`src/rtl/io_ctrl_mmio.sv`:
```
// MMIO controller: IO window decode, DMem write steering, zero-latency read mux,
// multiplexed 7-seg scan, and debounced switches with sticky rising-edge flags.
module io_ctrl_mmio #(
  parameter int                    DATA_WIDTH      = 32,
  parameter int                    ADDR_WIDTH      = 16,
  parameter logic [ADDR_WIDTH-1:0] IO_BASE         = 16'hFF00,
  parameter int                    NUM_DIGITS      = 8,
  parameter int                    NUM_SWITCHES    = 3,
  parameter int                    LAMP_WIDTH      = 8,
  parameter int                    DEBOUNCE_CYCLES = 16,
  parameter int                    SCAN_DIVIDE     = 1024
) (
  input  logic                    clk,
  input  logic                    rst,
  input  logic [ADDR_WIDTH-1:0]   addr_from_cpu,
  input  logic [DATA_WIDTH-1:0]   data_from_cpu,
  input  logic                    we_from_cpu,
  input  logic [DATA_WIDTH-1:0]   data_from_dmem,
  output logic                    dmem_wr_enable,
  output logic [DATA_WIDTH-1:0]   data_to_cpu,
  input  logic [NUM_SWITCHES-1:0] sw_in,
  output logic [7:0]              led,
  output logic [NUM_DIGITS-1:0]   gate,
  output logic [LAMP_WIDTH-1:0]   lamp
);

  localparam int DISP_W = 4 * NUM_DIGITS;
  localparam int CW     = $clog2(DEBOUNCE_CYCLES);
  localparam int PW     = (SCAN_DIVIDE > 1) ? $clog2(SCAN_DIVIDE) : 1;
  localparam int IW     = (NUM_DIGITS > 1) ? $clog2(NUM_DIGITS) : 1;

  function automatic logic [6:0] hex7seg(input logic [3:0] n);
    logic [6:0] s;
    case (n)
      4'h0: s = 7'h3F;  4'h1: s = 7'h06;  4'h2: s = 7'h5B;  4'h3: s = 7'h4F;
      4'h4: s = 7'h66;  4'h5: s = 7'h6D;  4'h6: s = 7'h7D;  4'h7: s = 7'h07;
      4'h8: s = 7'h7F;  4'h9: s = 7'h6F;  4'hA: s = 7'h77;  4'hB: s = 7'h7C;
      4'hC: s = 7'h39;  4'hD: s = 7'h5E;  4'hE: s = 7'h79;  default: s = 7'h71;
    endcase
    return s;
  endfunction

  // Subtract-then-check-high-bits avoids overflow when IO_BASE sits at the top of the map.
  logic [ADDR_WIDTH-1:0] io_off_full;
  logic [2:0]            io_off;
  logic                  io_hit;
  logic                  io_wr;

  assign io_off_full = addr_from_cpu - IO_BASE;
  assign io_off      = io_off_full[2:0];
  assign io_hit      = (addr_from_cpu >= IO_BASE) && (io_off_full[ADDR_WIDTH-1:3] == '0);
  assign io_wr       = we_from_cpu & io_hit;

  assign dmem_wr_enable = we_from_cpu & ~io_hit;

  logic [DISP_W-1:0]       disp_q, disp_d;
  logic [LAMP_WIDTH-1:0]   lamp_q, lamp_d;
  logic [NUM_SWITCHES-1:0] level_q, level_d;
  logic [NUM_SWITCHES-1:0] edge_q, edge_d;
  logic [DATA_WIDTH-1:0]   cyc_q, cyc_d;
  logic [NUM_SWITCHES-1:0] sync1_q, sync2_q;
  logic [CW-1:0]           cnt_q [NUM_SWITCHES];
  logic [CW-1:0]           cnt_d [NUM_SWITCHES];
  logic [PW-1:0]           presc_q, presc_d;
  logic [IW-1:0]           idx_q, idx_d;
  logic [DATA_WIDTH-1:0]   io_rdata;
  logic [NUM_SWITCHES-1:0] edge_clr;

  always_comb begin
    io_rdata = '0;
    case (io_off)
      3'd0:    io_rdata[DISP_W-1:0]       = disp_q;
      3'd1:    io_rdata[LAMP_WIDTH-1:0]   = lamp_q;
      3'd2:    io_rdata[NUM_SWITCHES-1:0] = level_q;
      3'd3:    io_rdata[NUM_SWITCHES-1:0] = edge_q;
      3'd4:    io_rdata                   = cyc_q;
      default: io_rdata                   = '0;
    endcase
  end

  assign data_to_cpu = io_hit ? io_rdata : data_from_dmem;

  always_comb begin
    disp_d = disp_q;
    lamp_d = lamp_q;
    cyc_d  = cyc_q + DATA_WIDTH'(1);
    if (io_wr && io_off == 3'd0) disp_d = data_from_cpu[DISP_W-1:0];
    if (io_wr && io_off == 3'd1) lamp_d = data_from_cpu[LAMP_WIDTH-1:0];
    if (io_wr && io_off == 3'd4) cyc_d  = data_from_cpu;
  end

  // A level flips only after DEBOUNCE_CYCLES consecutive disagreeing samples.
  always_comb begin
    level_d = level_q;
    for (int i = 0; i < NUM_SWITCHES; i++) begin
      cnt_d[i] = cnt_q[i];
      if (sync2_q[i] == level_q[i]) begin
        cnt_d[i] = '0;
      end else if (cnt_q[i] == CW'(DEBOUNCE_CYCLES - 1)) begin
        cnt_d[i]   = '0;
        level_d[i] = ~level_q[i];
      end else begin
        cnt_d[i] = cnt_q[i] + CW'(1);
      end
    end
  end

  // Set is OR-ed after the clear so a simultaneous new edge survives the W1C.
  assign edge_clr = (io_wr && io_off == 3'd3) ? data_from_cpu[NUM_SWITCHES-1:0] : '0;
  assign edge_d   = (edge_q & ~edge_clr) | (level_d & ~level_q);

  always_comb begin
    presc_d = presc_q + PW'(1);
    idx_d   = idx_q;
    if (presc_q == PW'(SCAN_DIVIDE - 1)) begin
      presc_d = '0;
      idx_d   = (idx_q == IW'(NUM_DIGITS - 1)) ? '0 : idx_q + IW'(1);
    end
  end

  always_ff @(posedge clk or negedge rst) begin
    if (!rst) begin
      disp_q  <= '0;
      lamp_q  <= '0;
      level_q <= '0;
      edge_q  <= '0;
      cyc_q   <= '0;
      sync1_q <= '0;
      sync2_q <= '0;
      presc_q <= '0;
      idx_q   <= '0;
      for (int i = 0; i < NUM_SWITCHES; i++) cnt_q[i] <= '0;
    end else begin
      disp_q  <= disp_d;
      lamp_q  <= lamp_d;
      level_q <= level_d;
      edge_q  <= edge_d;
      cyc_q   <= cyc_d;
      sync1_q <= sw_in;
      sync2_q <= sync1_q;
      presc_q <= presc_d;
      idx_q   <= idx_d;
      for (int i = 0; i < NUM_SWITCHES; i++) cnt_q[i] <= cnt_d[i];
    end
  end

  assign gate = NUM_DIGITS'(1) << idx_q;
  assign led  = {1'b0, hex7seg(disp_q[4*idx_q +: 4])};
  assign lamp = lamp_q;

endmodule

```
`config.mk`:
```
export PLATFORM = sky130hd
export DESIGN_NAME = io_ctrl_mmio
export DESIGN_NICKNAME = d
export VERILOG_FILES = /design/src/rtl/io_ctrl_mmio.sv
export SDC_FILE = /design/constraint.sdc
export NUM_CORES = 1
export LEC_CHECK = 0
export BUFFER_PORTS_ARGS = -buffer_cell sky130_fd_sc_hd__buf_4
export CORE_ASPECT_RATIO = 0.7
export CORE_MARGIN = 1.5
export CORE_UTILIZATION = 28
export DETAILED_ROUTE_END_ITERATION = 8
export HOLD_SLACK_MARGIN = 0.08
export SYNTH_ARGS = -nofsm -noshare
export SYNTH_HDL_FRONTEND = slang
export SYNTH_SLANG_ARGS = --single-unit
```
`constraint.sdc`:
```
create_clock -name clk -period 6.5 [get_ports clk]
set_clock_uncertainty 0.1 [all_clocks]
set_input_delay 1.625 -clock clk [delete_from_list [all_inputs] [get_ports clk]]
set_output_delay 1.625 -clock clk [all_outputs]
set_load 0.02 [all_outputs]
```
==> report_table.html <==
<table>
<tr><th>Metric</th><th>Value</th></tr>
<tr><th colspan="2">GRT</th></tr>
<tr><td>Pin count of the biggest net entering global routing</td><td>75</td></tr>
<tr><td>Antenna violations before repair</td><td>1</td></tr>
<tr><td>GRT overflow</td><td>0</td></tr>
<tr><td>Gr usage total</td><td>15.2%</td></tr>
<tr><td>Wire length of the first global-routing pass</td><td>27.5 mm</td></tr>
<tr><td>Number of global-route vias before repair</td><td>4811</td></tr>
<tr><th colspan="2">Placement</th></tr>
<tr><td>Worst-case setup slack after placement</td><td>0.956 ns</td></tr>
<tr><td>Number of input and output port buffers inserted</td><td>141</td></tr>
<tr><td>Placer's final routability congestion estimate</td><td>0.810</td></tr>
<tr><td>HPWL after DPL</td><td>13.3 mm</td></tr>
<tr><th colspan="2">STA</th></tr>
<tr><td>Time the worst path needs with I/O delays and setup</td><td>5.56 ns</td></tr>
<tr><td>Fraction of the cycle the final worst path needs</td><td>85.5%</td></tr>
<tr><td>Slew HR</td><td>35.6%</td></tr>
<tr><td>Final number of max-transition violations</td><td>0</td></tr>
<tr><td>Setup total negative slack</td><td>0 ns</td></tr>
<tr><td>Final hold violation count</td><td>0</td></tr>
<tr><td>Unrepaired setup endpoints after global routing</td><td>no</td></tr>
<tr><td>Number of setup violations in the final report</td><td>0</td></tr>
<tr><td>FMAX</td><td>0.180 GHz</td></tr>
<tr><td>Worst-margin pin slew</td><td>0.965 ns</td></tr>
<tr><td>Worst Setup Slack, final</td><td>0.940 ns</td></tr>
<tr><th colspan="2">Yosys</th></tr>
<tr><td>Top cells by count, synth</td><td>sky130_fd_sc_hd__dfrtp_1 (109), sky130_fd_sc_hd__nor2_1 (57), sky130_fd_sc_hd__a21oi_1 (49)</td></tr>
<tr><td>Sequential share of the synthesized area</td><td>42.5%</td></tr>
<tr><td>Ys Warns</td><td>0</td></tr>
<tr><td>Post-synthesis register bit count</td><td>109</td></tr>
<tr><td>Cell with the most instances after synthesis</td><td>sky130_fd_sc_hd__dfrtp_1</td></tr>
<tr><td>Area of the mapped netlist</td><td>6420 µm²</td></tr>
<tr><td>Top cell type by total area after synthesis</td><td>sky130_fd_sc_hd__dfrtp_1</td></tr>
<tr><td>Fraction of post-synthesis cell area in the top cell type by area</td><td>42.5%</td></tr>
<tr><td>Unique masters post-synth</td><td>50</td></tr>
<tr><td>EDFF count, synth</td><td>0</td></tr>
<tr><td>Async S/R FF share, synth</td><td>100%</td></tr>
<tr><td>Most used DFF post-synth</td><td>sky130_fd_sc_hd__dfrtp_1</td></tr>
<tr><td>Syn Inst Count</td><td>623</td></tr>
<tr><td>Leading cell types by total area after synthesis</td><td>sky130_fd_sc_hd__dfrtp_1 (43%), sky130_fd_sc_hd__mux2_2 (8.1%), sky130_fd_sc_hd__mux2i_1 (5.5%), sky130_fd_sc_hd__xnor2_1 (4.2%), sky130_fd_sc_hd__a21oi_1 (3.8%)</td></tr>
<tr><td>Total nets after synthesis</td><td>728</td></tr>
<tr><td>Mean cell area of the mapped netlist</td><td>10.3 µm²</td></tr>
<tr><th colspan="2">Pwr</th></tr>
<tr><td>Post-route total power</td><td>1.40 mW</td></tr>
<tr><td>Total power divided by cell area</td><td>175 nW/µm²</td></tr>
<tr><td>Switching power summed over all nets</td><td>0.346 mW</td></tr>
<tr><td>Maximum ir drop on the vdd rail</td><td>0.108 mV</td></tr>
<tr><td>Internal power of the cells</td><td>1.06 mW</td></tr>
<tr><td>Register share of total power</td><td>49.5%</td></tr>
<tr><td>Portion of total power attributed to the clock network</td><td>40.5%</td></tr>
<tr><td>Leak</td><td>3.67 nW</td></tr>
<tr><td>Relative contribution of combinational cells to total power</td><td>10.0%</td></tr>
<tr><td>Switching power as a share of total power</td><td>24.7%</td></tr>
<tr><th colspan="2">Clock network</th></tr>
<tr><td>Clock Path Buffers</td><td>2</td></tr>
<tr><td>Clock Root Buffer</td><td>sky130_fd_sc_hd__clkbuf_16</td></tr>
<tr><td>Post-CTS sizing</td><td>0</td></tr>
<tr><td>CTS Hold Bufs</td><td>0</td></tr>
<tr><td>H-tree levels</td><td>3</td></tr>
<tr><td>Number of clock buffers inserted by TritonCTS</td><td>9</td></tr>
<tr><td>TritonCTS clock tree</td><td>done</td></tr>
<tr><td>Reg clk slew, reported paths</td><td>0.08 ns</td></tr>
<tr><td>Sinks on Clock Net</td><td>109</td></tr>
<tr><td>Setup Buffers After CTS</td><td>0</td></tr>
<tr><td>Skew-Pair Late Insertion Delay</td><td>0.35 ns</td></tr>
<tr><th colspan="2">Floorplanning</th></tr>
<tr><td>Placeable core region</td><td>22600 µm²</td></tr>
<tr><td>Die area</td><td>23900 µm²</td></tr>
<tr><td>Die Span X</td><td>184 µm</td></tr>
<tr><td>Placement Rows</td><td>46</td></tr>
<tr><td>Boundary Pins</td><td>143</td></tr>
<tr><td>Initial cell density of the core</td><td>28.4%</td></tr>
<tr><td>Die Ht</td><td>130 µm</td></tr>
<tr><th colspan="2">Routing</th></tr>
<tr><td>Detailed-router iteration count before antenna repair</td><td>4</td></tr>
<tr><td>Via count</td><td>5031</td></tr>
<tr><td>Final wirelength</td><td>17.8 mm</td></tr>
<tr><td>Avg WL per Cell</td><td>16.9 µm</td></tr>
<tr><td>DRC violation total after the first TritonRoute iteration</td><td>354</td></tr>
<tr><td>Remaining DRCs</td><td>0</td></tr>
<tr><td>Via density per instance</td><td>4.76</td></tr>
<tr><td>Number of nets with antenna violations after detailed routing</td><td>0</td></tr>
<tr><th colspan="2">Worst setup path</th></tr>
<tr><td>Arrival time reported for the critical path endpoint</td><td>3.83 ns</td></tr>
<tr><td>Slowest stage delay, CP</td><td>0.74 ns</td></tr>
<tr><td>Maximum net fanout on the critical path</td><td>59</td></tr>
<tr><td>Nature of the critical path endpoint</td><td>output pin</td></tr>
<tr><td>Worst Setup Path Type</td><td>in -&gt; out</td></tr>
<tr><td>Master of the slowest instance on the critical path</td><td>sky130_fd_sc_hd__or4_4</td></tr>
<tr><td>Worst path buffer plus inverter count</td><td>2</td></tr>
<tr><td>CP Cell Sequence</td><td>buf_4, ha_1, or3b_2, or4_4, o31ai_1, buf_4</td></tr>
<tr><td>Dominant delay contributor by cell family on the critical path</td><td>simple AND/OR/NAND/NOR gates</td></tr>
<tr><td>Number of cells on the critical path</td><td>6</td></tr>
<tr><td>Cell depth of the worst flop-to-flop path</td><td>5</td></tr>
<tr><td>Critical path required time</td><td>4.78 ns</td></tr>
<tr><td>Most Frequent Cell on Critical Path</td><td>sky130_fd_sc_hd__buf_4</td></tr>
<tr><td>Launching element type of the critical path</td><td>input port</td></tr>
<tr><th colspan="2">Layout</th></tr>
<tr><td>Fraction of layout cells with a size suffix above 1</td><td>30.5%</td></tr>
<tr><td>Layout filler cell count</td><td>2326</td></tr>
<tr><td>Post-synthesis to final-layout area growth</td><td>24.5%</td></tr>
<tr><td>Final net count</td><td>845</td></tr>
<tr><th colspan="2">Job</th></tr>
<tr><td>Max-cap violation count</td><td>0</td></tr>
<tr><th colspan="2">Min path</th></tr>
<tr><td>Number of stages on the worst hold path</td><td>0</td></tr>
<tr><td>Tightest Hold Check Type</td><td>reg -&gt; reg</td></tr>
<tr><th colspan="2">Outcome</th></tr>
<tr><td>Status</td><td>finished, final reports clean</td></tr>
</table>
==> registers in the layout, summed over array words and instances, names as in the netlist <==
signal	count
cnt_q	12
cyc_q	32
disp_q	32
edge_q	3
idx_q	3
lamp	8
level_q	3
presc_q	10
sync1_q	3
sync2_q	3
==> layer usage <==
layer | global-route usage (%) | vias to the layer above | wire [µm] | part of all wire (%)
li1 | - | 2461 | - | -
met1 | 22.8 | 2428 | 9010 | 51
met2 | 21.6 | 131 | 7310 | 41
met3 | 4.13 | 11 | 1360 | 7.6
met4 | 2.75 | 0 | 148 | 0.83
met5 | 0 | - | 0 | 0
==> cell type report <==
| cell class | instances | area [µm²] | share of cell area, % |
|---|---|---|---|
| inverter | 12 | 45.0 | 0.564 |
| clock buffer | 9 | 225 | 2.82 |
| tap | 312 | 390 | 4.88 |
| timing repair buffer | 144 | 1080 | 13.5 |
| sequential | 109 | 2730 | 34.1 |
| multi-input combinational | 464 | 3440 | 43.0 |
| antenna | 1 | 2.50 | 0.0313 |
| clock inverter | 7 | 80.1 | 1.00 |
==> metrics by stage <==
step           instance area (µm²)  hold slack, ns  util, %  instances
2_1_floorplan                 6420           0.231        -        623
3_3_place_gp                  7680           0.236     34.1       1041
3_5_place_dp                  7680           0.240     34.1       1041
4_1_cts                       7990           0.261     35.4       1057
5_1_grt                       7990           0.269     35.4       1057
6_report                      7990           0.260     35.4       1058
==> worst paths after layout <==
path	start	slack [ns]	endpoint
min in group asynchronous	rst	1.32	lamp[7]$_DFFE_PN0P_
worst min-delay path	sync1_q[0]$_DFF_PN0_	0.26	sync2_q[0]$_DFF_PN0_
worst max-delay path	addr_from_cpu[8]	0.94	data_to_cpu[4]
worst max register to register	cyc_q[15]$_DFF_PN0_	4.37	cyc_q[31]$_DFF_PN0_
max in group asynchronous	rst	3.92	idx_q[2]$_DFFE_PN0N_
worst min register to register	sync1_q[0]$_DFF_PN0_	0.26	sync2_q[0]$_DFF_PN0_
==> power by group through the flow <==
stage | sequential [mW] | clock, mW | combinational (mW)
after floorplan | 0.704 | 0 | 0.0605
after global placement | 0.706 | 0 | 0.141
after global routing | 0.695 | 0.616 | 0.155
after detailed placement | 0.707 | 0 | 0.143
after CTS | 0.693 | 0.586 | 0.143
final | 0.693 | 0.567 | 0.141
==> worst register-to-register path: stages, from the launching register on <==
cell and delay, ns:
sky130_fd_sc_hd__dfrtp_1 0.43, sky130_fd_sc_hd__and3_1 0.29, sky130_fd_sc_hd__nand4_1 0.43, sky130_fd_sc_hd__nor4_1 0.51, sky130_fd_sc_hd__xnor2_1 0.16, sky130_fd_sc_hd__a21oi_1 0.08
==> logic make-up after synthesis <==
family	synth area share, %
multiplexers	16.9
AND/OR/NAND/NOR	16.8
AO/OA/AOI/OAI	10.3
buffers and inverters	3.88
other	0.0584
XOR/XNOR	5.87
flip-flops	42.5
adder cells (fa/ha/maj)	3.70
==> cell usage in the layout, fill, tap and decap left out, types with 3 or more instances in the layout <==
master / count
sky130_fd_sc_hd__clkbuf_16: 9
sky130_fd_sc_hd__mux4_2: 8
sky130_fd_sc_hd__inv_6: 3
sky130_fd_sc_hd__and4_1: 5
sky130_fd_sc_hd__nor3_1: 9
sky130_fd_sc_hd__nand3_1: 22
sky130_fd_sc_hd__nor3b_1: 4
sky130_fd_sc_hd__nand2b_1: 3
sky130_fd_sc_hd__nand4_4: 3
sky130_fd_sc_hd__a31oi_1: 3
sky130_fd_sc_hd__inv_1: 11
sky130_fd_sc_hd__nor4_1: 6
sky130_fd_sc_hd__buf_4: 144
sky130_fd_sc_hd__xor2_1: 12
sky130_fd_sc_hd__o21a_1: 3
sky130_fd_sc_hd__o221ai_1: 3
sky130_fd_sc_hd__nand4b_1: 3
sky130_fd_sc_hd__a22oi_1: 4
sky130_fd_sc_hd__xnor2_1: 31
sky130_fd_sc_hd__ha_1: 19
sky130_fd_sc_hd__o21ai_0: 13
sky130_fd_sc_hd__nand4_1: 11
sky130_fd_sc_hd__a21oi_1: 49
sky130_fd_sc_hd__nor2b_1: 10
sky130_fd_sc_hd__and3_1: 6
sky130_fd_sc_hd__nor2_1: 57
sky130_fd_sc_hd__nand2_1: 47
sky130_fd_sc_hd__and2_1: 6
sky130_fd_sc_hd__dfrtp_1: 109
sky130_fd_sc_hd__mux2_2: 46
sky130_fd_sc_hd__o31ai_1: 28
sky130_fd_sc_hd__mux2i_1: 35
Power figures use the tool's default switching activity.
